**src/rtl/led_matrix_frame_capture.sv**
```systemverilog
// ============================================================================
// led_matrix_frame_capture : rebuilds 8x8 RGB LED-matrix column frames from the
//                            serial display pins (74HC595-style chain model)
// Revision : 1.0
// ============================================================================
`default_nettype none

module led_matrix_frame_capture #(
  parameter int SHIFT_BITS  = 24,
  parameter int SYNC_STAGES = 2
) (
  input  logic                  clk,
  input  logic                  reset,
  input  logic                  sr_reset_n,
  input  logic                  oe_n,
  input  logic                  sh_cp,
  input  logic                  st_cp,
  input  logic                  ds,
  input  logic [7:0]            col_select,
  input  logic [2:0]            rd_col,
  output logic [SHIFT_BITS-1:0] rd_data,
  output logic                  frame_done,
  output logic [15:0]           frame_count,
  output logic                  blank,
  output logic                  err_bitcount,
  output logic                  err_col,
  input  logic                  err_clear
);

  localparam int         PINS     = 13;
  localparam logic [PINS-1:0] SYNC_RST = 13'h002;  // oe_n idles high so blank resets to 1
  localparam logic [7:0] CNT_MAX  = 8'd255;

  logic [PINS-1:0]       sync_q [SYNC_STAGES];
  logic                  sh_hist_q, st_hist_q;
  logic [SHIFT_BITS-1:0] shift_q, shift_d;
  logic [SHIFT_BITS-1:0] storage_q, storage_d;
  logic [7:0]            cnt_q, cnt_d;
  logic                  wr_pend_q;
  logic [7:0]            mask_q, mask_d;
  logic [SHIFT_BITS-1:0] frame_q [8];
  logic [SHIFT_BITS-1:0] rd_data_q;
  logic                  done_q, done_d;
  logic [15:0]           count_q, count_d;
  logic                  err_bc_q, err_bc_d;
  logic                  err_col_q, err_col_d;

  logic                  srn_s, oe_s, sh_s, st_s, ds_s;
  logic [7:0]            col_s;
  logic                  sh_rise, st_rise;
  logic                  bc_set, col_set, col_onehot, wr_en;
  logic [2:0]            col_idx;
  logic [7:0]            mask_nxt;

  assign {col_s, ds_s, st_s, sh_s, oe_s, srn_s} = sync_q[SYNC_STAGES-1];
  assign sh_rise = sh_s & ~sh_hist_q;
  assign st_rise = st_s & ~st_hist_q;

  always_ff @(posedge clk) begin
    if (reset) begin
      for (int i = 0; i < SYNC_STAGES; i++) sync_q[i] <= SYNC_RST;
      sh_hist_q <= 1'b0;
      st_hist_q <= 1'b0;
    end else begin
      sync_q[0] <= {col_select, ds, st_cp, sh_cp, oe_n, sr_reset_n};
      for (int i = 1; i < SYNC_STAGES; i++) sync_q[i] <= sync_q[i-1];
      sh_hist_q <= sh_s;
      st_hist_q <= st_s;
    end
  end

  // Latch samples the pre-shift chain; a coincident shift still happens afterwards.
  always_comb begin
    shift_d   = shift_q;
    storage_d = storage_q;
    cnt_d     = cnt_q;
    bc_set    = 1'b0;
    if (st_rise) begin
      storage_d = shift_q;
      bc_set    = (cnt_q != 8'(SHIFT_BITS));
      cnt_d     = 8'd0;
    end
    if (!srn_s) begin
      shift_d = '0;
      cnt_d   = 8'd0;
    end else if (sh_rise) begin
      shift_d = {shift_q[SHIFT_BITS-2:0], ds_s};
      cnt_d   = (cnt_d == CNT_MAX) ? CNT_MAX : cnt_d + 8'd1;
    end
  end

  always_comb begin
    col_onehot = (col_s != 8'd0) && ((col_s & (col_s - 8'd1)) == 8'd0);
    col_idx    = 3'd0;
    for (int k = 0; k < 8; k++) begin
      if (col_s[k]) col_idx = 3'(k);
    end
    wr_en    = wr_pend_q & col_onehot;
    col_set  = wr_pend_q & ~col_onehot;
    mask_nxt = mask_q | (8'd1 << col_idx);
    mask_d   = mask_q;
    done_d   = 1'b0;
    count_d  = count_q;
    if (wr_en) begin
      if (mask_nxt == 8'hFF) begin
        mask_d  = 8'h00;
        done_d  = 1'b1;
        count_d = count_q + 16'd1;
      end else begin
        mask_d  = mask_nxt;
      end
    end
    err_bc_d  = bc_set  | (err_bc_q  & ~err_clear);
    err_col_d = col_set | (err_col_q & ~err_clear);
  end

  always_ff @(posedge clk) begin
    if (reset) begin
      shift_q   <= '0;
      storage_q <= '0;
      cnt_q     <= 8'd0;
      wr_pend_q <= 1'b0;
      mask_q    <= 8'h00;
      for (int i = 0; i < 8; i++) frame_q[i] <= '0;
      rd_data_q <= '0;
      done_q    <= 1'b0;
      count_q   <= 16'd0;
      err_bc_q  <= 1'b0;
      err_col_q <= 1'b0;
    end else begin
      shift_q   <= shift_d;
      storage_q <= storage_d;
      cnt_q     <= cnt_d;
      wr_pend_q <= st_rise;
      mask_q    <= mask_d;
      if (wr_en) frame_q[col_idx] <= storage_q;
      rd_data_q <= frame_q[rd_col];
      done_q    <= done_d;
      count_q   <= count_d;
      err_bc_q  <= err_bc_d;
      err_col_q <= err_col_d;
    end
  end

  assign rd_data      = rd_data_q;
  assign frame_done   = done_q;
  assign frame_count  = count_q;
  assign blank        = oe_s;
  assign err_bitcount = err_bc_q;
  assign err_col      = err_col_q;

endmodule

`default_nettype wire

```
**config.mk**
```make
export PLATFORM = sky130hd
export DESIGN_NAME = led_matrix_frame_capture
export DESIGN_NICKNAME = d
export VERILOG_FILES = /design/src/rtl/led_matrix_frame_capture.sv
export SDC_FILE = /design/constraint.sdc
export NUM_CORES = 1
export LEC_CHECK = 0
export CAP_MARGIN = 5
export CELL_PAD_IN_SITES_DETAIL_PLACEMENT = 0
export CELL_PAD_IN_SITES_GLOBAL_PLACEMENT = 1
export CORE_ASPECT_RATIO = 0.75
export CORE_MARGIN = 2
export CORE_UTILIZATION = 44
export DETAILED_ROUTE_END_ITERATION = 16
export HOLD_SLACK_MARGIN = 0.03
export PLACE_DENSITY_LB_ADDON = 0.1
export SLEW_MARGIN = 0
export SYNTH_ARGS = -nofsm -noshare
export SYNTH_HDL_FRONTEND = slang
export SYNTH_SLANG_ARGS = --single-unit
```
**constraint.sdc**
```tcl
create_clock -name clk -period 2.64 [get_ports clk]
set_input_delay 0.528 -clock clk [delete_from_list [all_inputs] [get_ports clk]]
set_output_delay 0.528 -clock clk [all_outputs]
set_load 0.02 [all_outputs]
```
==> results.py <==
metrics = {
    "status": {
        "failed_checks": "negative setup slack",
        "outcome": "complete, but fails checks",
    },
    "worst_setup_path": {
        "rrSetupSlack_ps": -30,
        "element_type_at_the_critical_path_end": "flop",
        "worstReg2RegStart": "sync_q[0][20]",
        "arrival_ps": 3100,
        "critical_path_buf_inv_count": 1,
        "critical-path-top-delay-family": "simple AND/OR/NAND/NOR gates",
        "timing.critical_path.cells": "nor4_4 -> nand2_2 -> o32a_1 -> buf_6 -> or4_4 -> or4_1 -> a21oi_1",
        "worstSetupStartpointType": "flop",
        "worst-endpoint-required_ps": 3080,
        "delay_of_the_slowest_cell_on_the_worst_path_ps": 560,
        "reg2reg_to": "frame_count[7]",
        "critical_path_peak_fanout": 5,
        "r2r.worst_path.cells": 7,
        "path_class": "flop to flop",
        "cp_slowest_cell": "or4_4",
    },
    "die": {
        "ios": 63,
        "area_enclosed_by_the_die_boundary_um2": 31200,
        "die_width_um": 203,
        "start_util": 0.449,
        "die_y_extent_um": 153,
        "placement_rows": 54,
        "placeableCoreArea_um2": 29200,
    },
    "sta": {
        "setup_slack_ps": -28.4,
        "finalCritPeriodShare": 1.01,
        "worst_pin_slew_ps": 728,
        "slew_headroom": 0.515,
        "max_freq_mhz": 375,
        "slew_viol_final": 0,
        "final-hold-violation-count": 0,
        "setup_viol_count_final": 1,
        "setup_total_negative_slack_ps": -28.4,
        "clock-skew-final_ps": 8.70,
        "min_period_ps": 2670,
        "setup_repair_after_global_routing_missed_its_margin": "yes",
    },
    "global_route": {
        "first_global_vias": 8147,
        "antenna_found_initial": 0,
        "globalRouteOverflowTotal": 0,
        "grt_pass1_wl_um": 48400,
        "grt_max_degree": 55,
        "grt.total_usage": 0.202,
    },
    "finish": {
        "drive_gt1_frac": 0.149,
        "fin_nets": 1176,
        "fin_util": 0.532,
        "nFillCells": 2557,
        "syn_to_final_growth_pct": 18.4,
        "n_antenna_cell": 0,
    },
    "drt": {
        "postRouteWirelength_um": 30900,
        "drt_iter0_drc": 690,
        "vias": 8330,
        "drt.antenna.violating_nets": 0,
        "drc": 0,
        "wl_per_cell_um": 19.6,
        "1st_pass_router_iterations": 5,
        "post_drt_via_cell_ratio": 5.30,
    },
    "clock_network": {
        "clock_buffer_count_from_cts": 34,
        "path_clk_slew_ps": 60,
        "worstSkewPairLatency_ps": 510,
        "cts_hold_repair.buffers": 0,
        "clock_path_buffers": 3,
        "cts.sinks": 328,
        "clock_tree.htree_level_count": 2,
        "tritoncts": "built",
        "cts_root_buf": "clkbuf_16",
    },
    "placed_design": {
        "port_buffers": 62,
        "gpl.final_weighted_congestion": 0.799,
        "preCtsSetupSlack_ps": -56.0,
        "dp.final_hpwl_um": 18400,
    },
    "logic_synthesis": {
        "yosysSeqAreaShare": 0.648,
        "syn-num-nets": 1112,
        "post-synth-top-area-fraction": 0.440,
        "syn-instance-count": 1091,
        "synth-seq-cells": 328,
        "post_synth_main_area_contributors": "edfxtp_1, dfxtp_1, mux4_2",
        "synth_cell_types": 48,
        "edff_count_synth": 192,
        "asyncSetResetFlopFracSynth": 0,
        "postSynthAreaPerCell_um2": 12.0,
        "post-synth-top-area-cell": "edfxtp_1",
        "synthFlopType": "edfxtp_1",
        "area_of_the_mapped_netlist_um2": 13100,
        "ys_warn_count": 0,
    },
    "power_and_ir_drop": {
        "power.leakage_uw": 0.00532,
        "maximum_vdd_drop_mv": 0.402,
        "cell_area_power_density_nw_per_um2": 713,
        "finalPower_uw": 11100,
    },
    "worst_hold_path": {
        "hold_path_startpoint": "sync_q[0][1]",
        "worst_hold_path_type": "flop to flop",
        "hold_path_depth": 1,
        "worstHoldEndpoint": "sync_q[0][14]",
    },
    "flow_run": {
        "maxCapViolCount": 0,
    },
}
[sequential cells by signal, indices dropped and copies added, names as in the netlist]
register      cells
cnt_q             8
err_bitcount      1
err_col           1
frame_count      16
frame_done        1
frame_q         192
mask_q            8
rd_data          24
sh_hist_q         1
shift_q          24
st_hist_q         1
storage_q        24
sync_q           26
wr_pend_q         1
[cells in the final DEF (no fill, tap or decap), types with 26 or more instances in the layout]
| cell type | n |
|---|---|
| nand2_1 | 67 |
| nor2_1 | 265 |
| mux2i_1 | 26 |
| buf_4 | 51 |
| clkdlybuf4s50_1 | 58 |
| nor2b_1 | 31 |
| clkbuf_16 | 37 |
| a21oi_1 | 69 |
| edfxtp_1 | 192 |
| dfxtp_1 | 134 |
| mux4_2 | 48 |
| nand2b_1 | 40 |
[worst reg2reg max path, delay by kind of cell, from the launching register on]
family                 cells  cell delay (ps)
AO/OA/AOI/OAI              2              530
buffers and inverters      1              140
flip-flops                 1              370
AND/OR/NAND/NOR            4             1550
[timing repair]
| item | in CTS | in global routing |
|---|---|---|
| endpoints found under the hold margin | 0 | 0 |
| pin swaps | 0 | 11 |
| gates resized for setup | 3 | 16 |
| gates cloned | 0 | 2 |
| endpoints found under the setup margin | 4 | 15 |
| buffers inserted | 0 | 3 |
[cells in the mapped netlist (all sizes together), types with 2 or more instances]
master,number
o21a,2
nand3b,2
nand2,68
nand2b,40
o31ai,6
nand4,5
o21ai,6
a211oi,2
or2,4
a31oi,2
mux4,48
nand3,16
inv,15
nor4,6
nand4b,5
ha,2
dfxtp,136
a21o,2
mux2i,26
nor3b,2
and2,3
or4,6
o32a,2
or3,2
xnor2,4
xor2,2
nor3,4
nor4b,3
buf,16
o41ai,5
mux2,4
clkbuf,73
nor2,265
nor2b,32
edfxtp,192
a21boi,8
a21oi,69
[stage by stage]
stage               area [um^2]  std cells  hold WS (ps)
finish                    15500       1573           423
global route              15500       1573           456
CTS                       15400       1568           426
detailed placement        14300       1506           406
global placement          14300       1506           395
floorplan                 13100       1091           389
[per-layer routing]
layer  up-vias  GRT usage  share of wire
li1       3953          -              -
met3        38     0.0318          0.043
met1      4174      0.293           0.47
met4         0     0.0521          0.016
met5         -          0              0
met2       165      0.319           0.47
[cell families (layout without fill, tap and decap cells)]
| group | after synthesis | in the layout | share of synthesized area |
|---|---|---|---|
| AOI/OAI and AO/OA | 108 | 108 | 0.0484 |
| xor gates and xnor gates | 6 | 6 | 0.00401 |
| adders and majority gates | 2 | 2 | 0.00191 |
| buffers and inverters | 104 | 192 | 0.0310 |
| DFF | 328 | 328 | 0.648 |
| muxes | 78 | 78 | 0.106 |
| and+or+nand+nor | 465 | 467 | 0.161 |
[worst max path at each step]
stage,end,from,cells after the start
floorplan,frame_count[8],sync_q[0][18],7
global placement,frame_count[8],sync_q[0][20],6
detailed placement,frame_count[14],sync_q[0][20],6
CTS,frame_count[10],sync_q[0][20],6
global route,frame_count[7],sync_q[0][20],7
finish,frame_count[7],sync_q[0][20],7
[report_power, final]
group / switching (uW) / internal (uW)
Sequential: 48.9 / 5560
Clock: 1920 / 2840
Combinational: 397 / 287
[area by class of cell]
| cell class | instances | area, um^2 | share of cell area |
|---|---|---|---|
| clock buffer | 51 | 1010 | 0.0650 |
| clock inverter | 11 | 104 | 0.00669 |
| inverter | 15 | 56.3 | 0.00363 |
| multi-input combinational | 661 | 4320 | 0.278 |
| sequential | 328 | 8490 | 0.547 |
| tap | 392 | 490 | 0.0316 |
| timing repair buffer | 115 | 1040 | 0.0673 |
No activity file was read; power rests on OpenSTA's default activity.
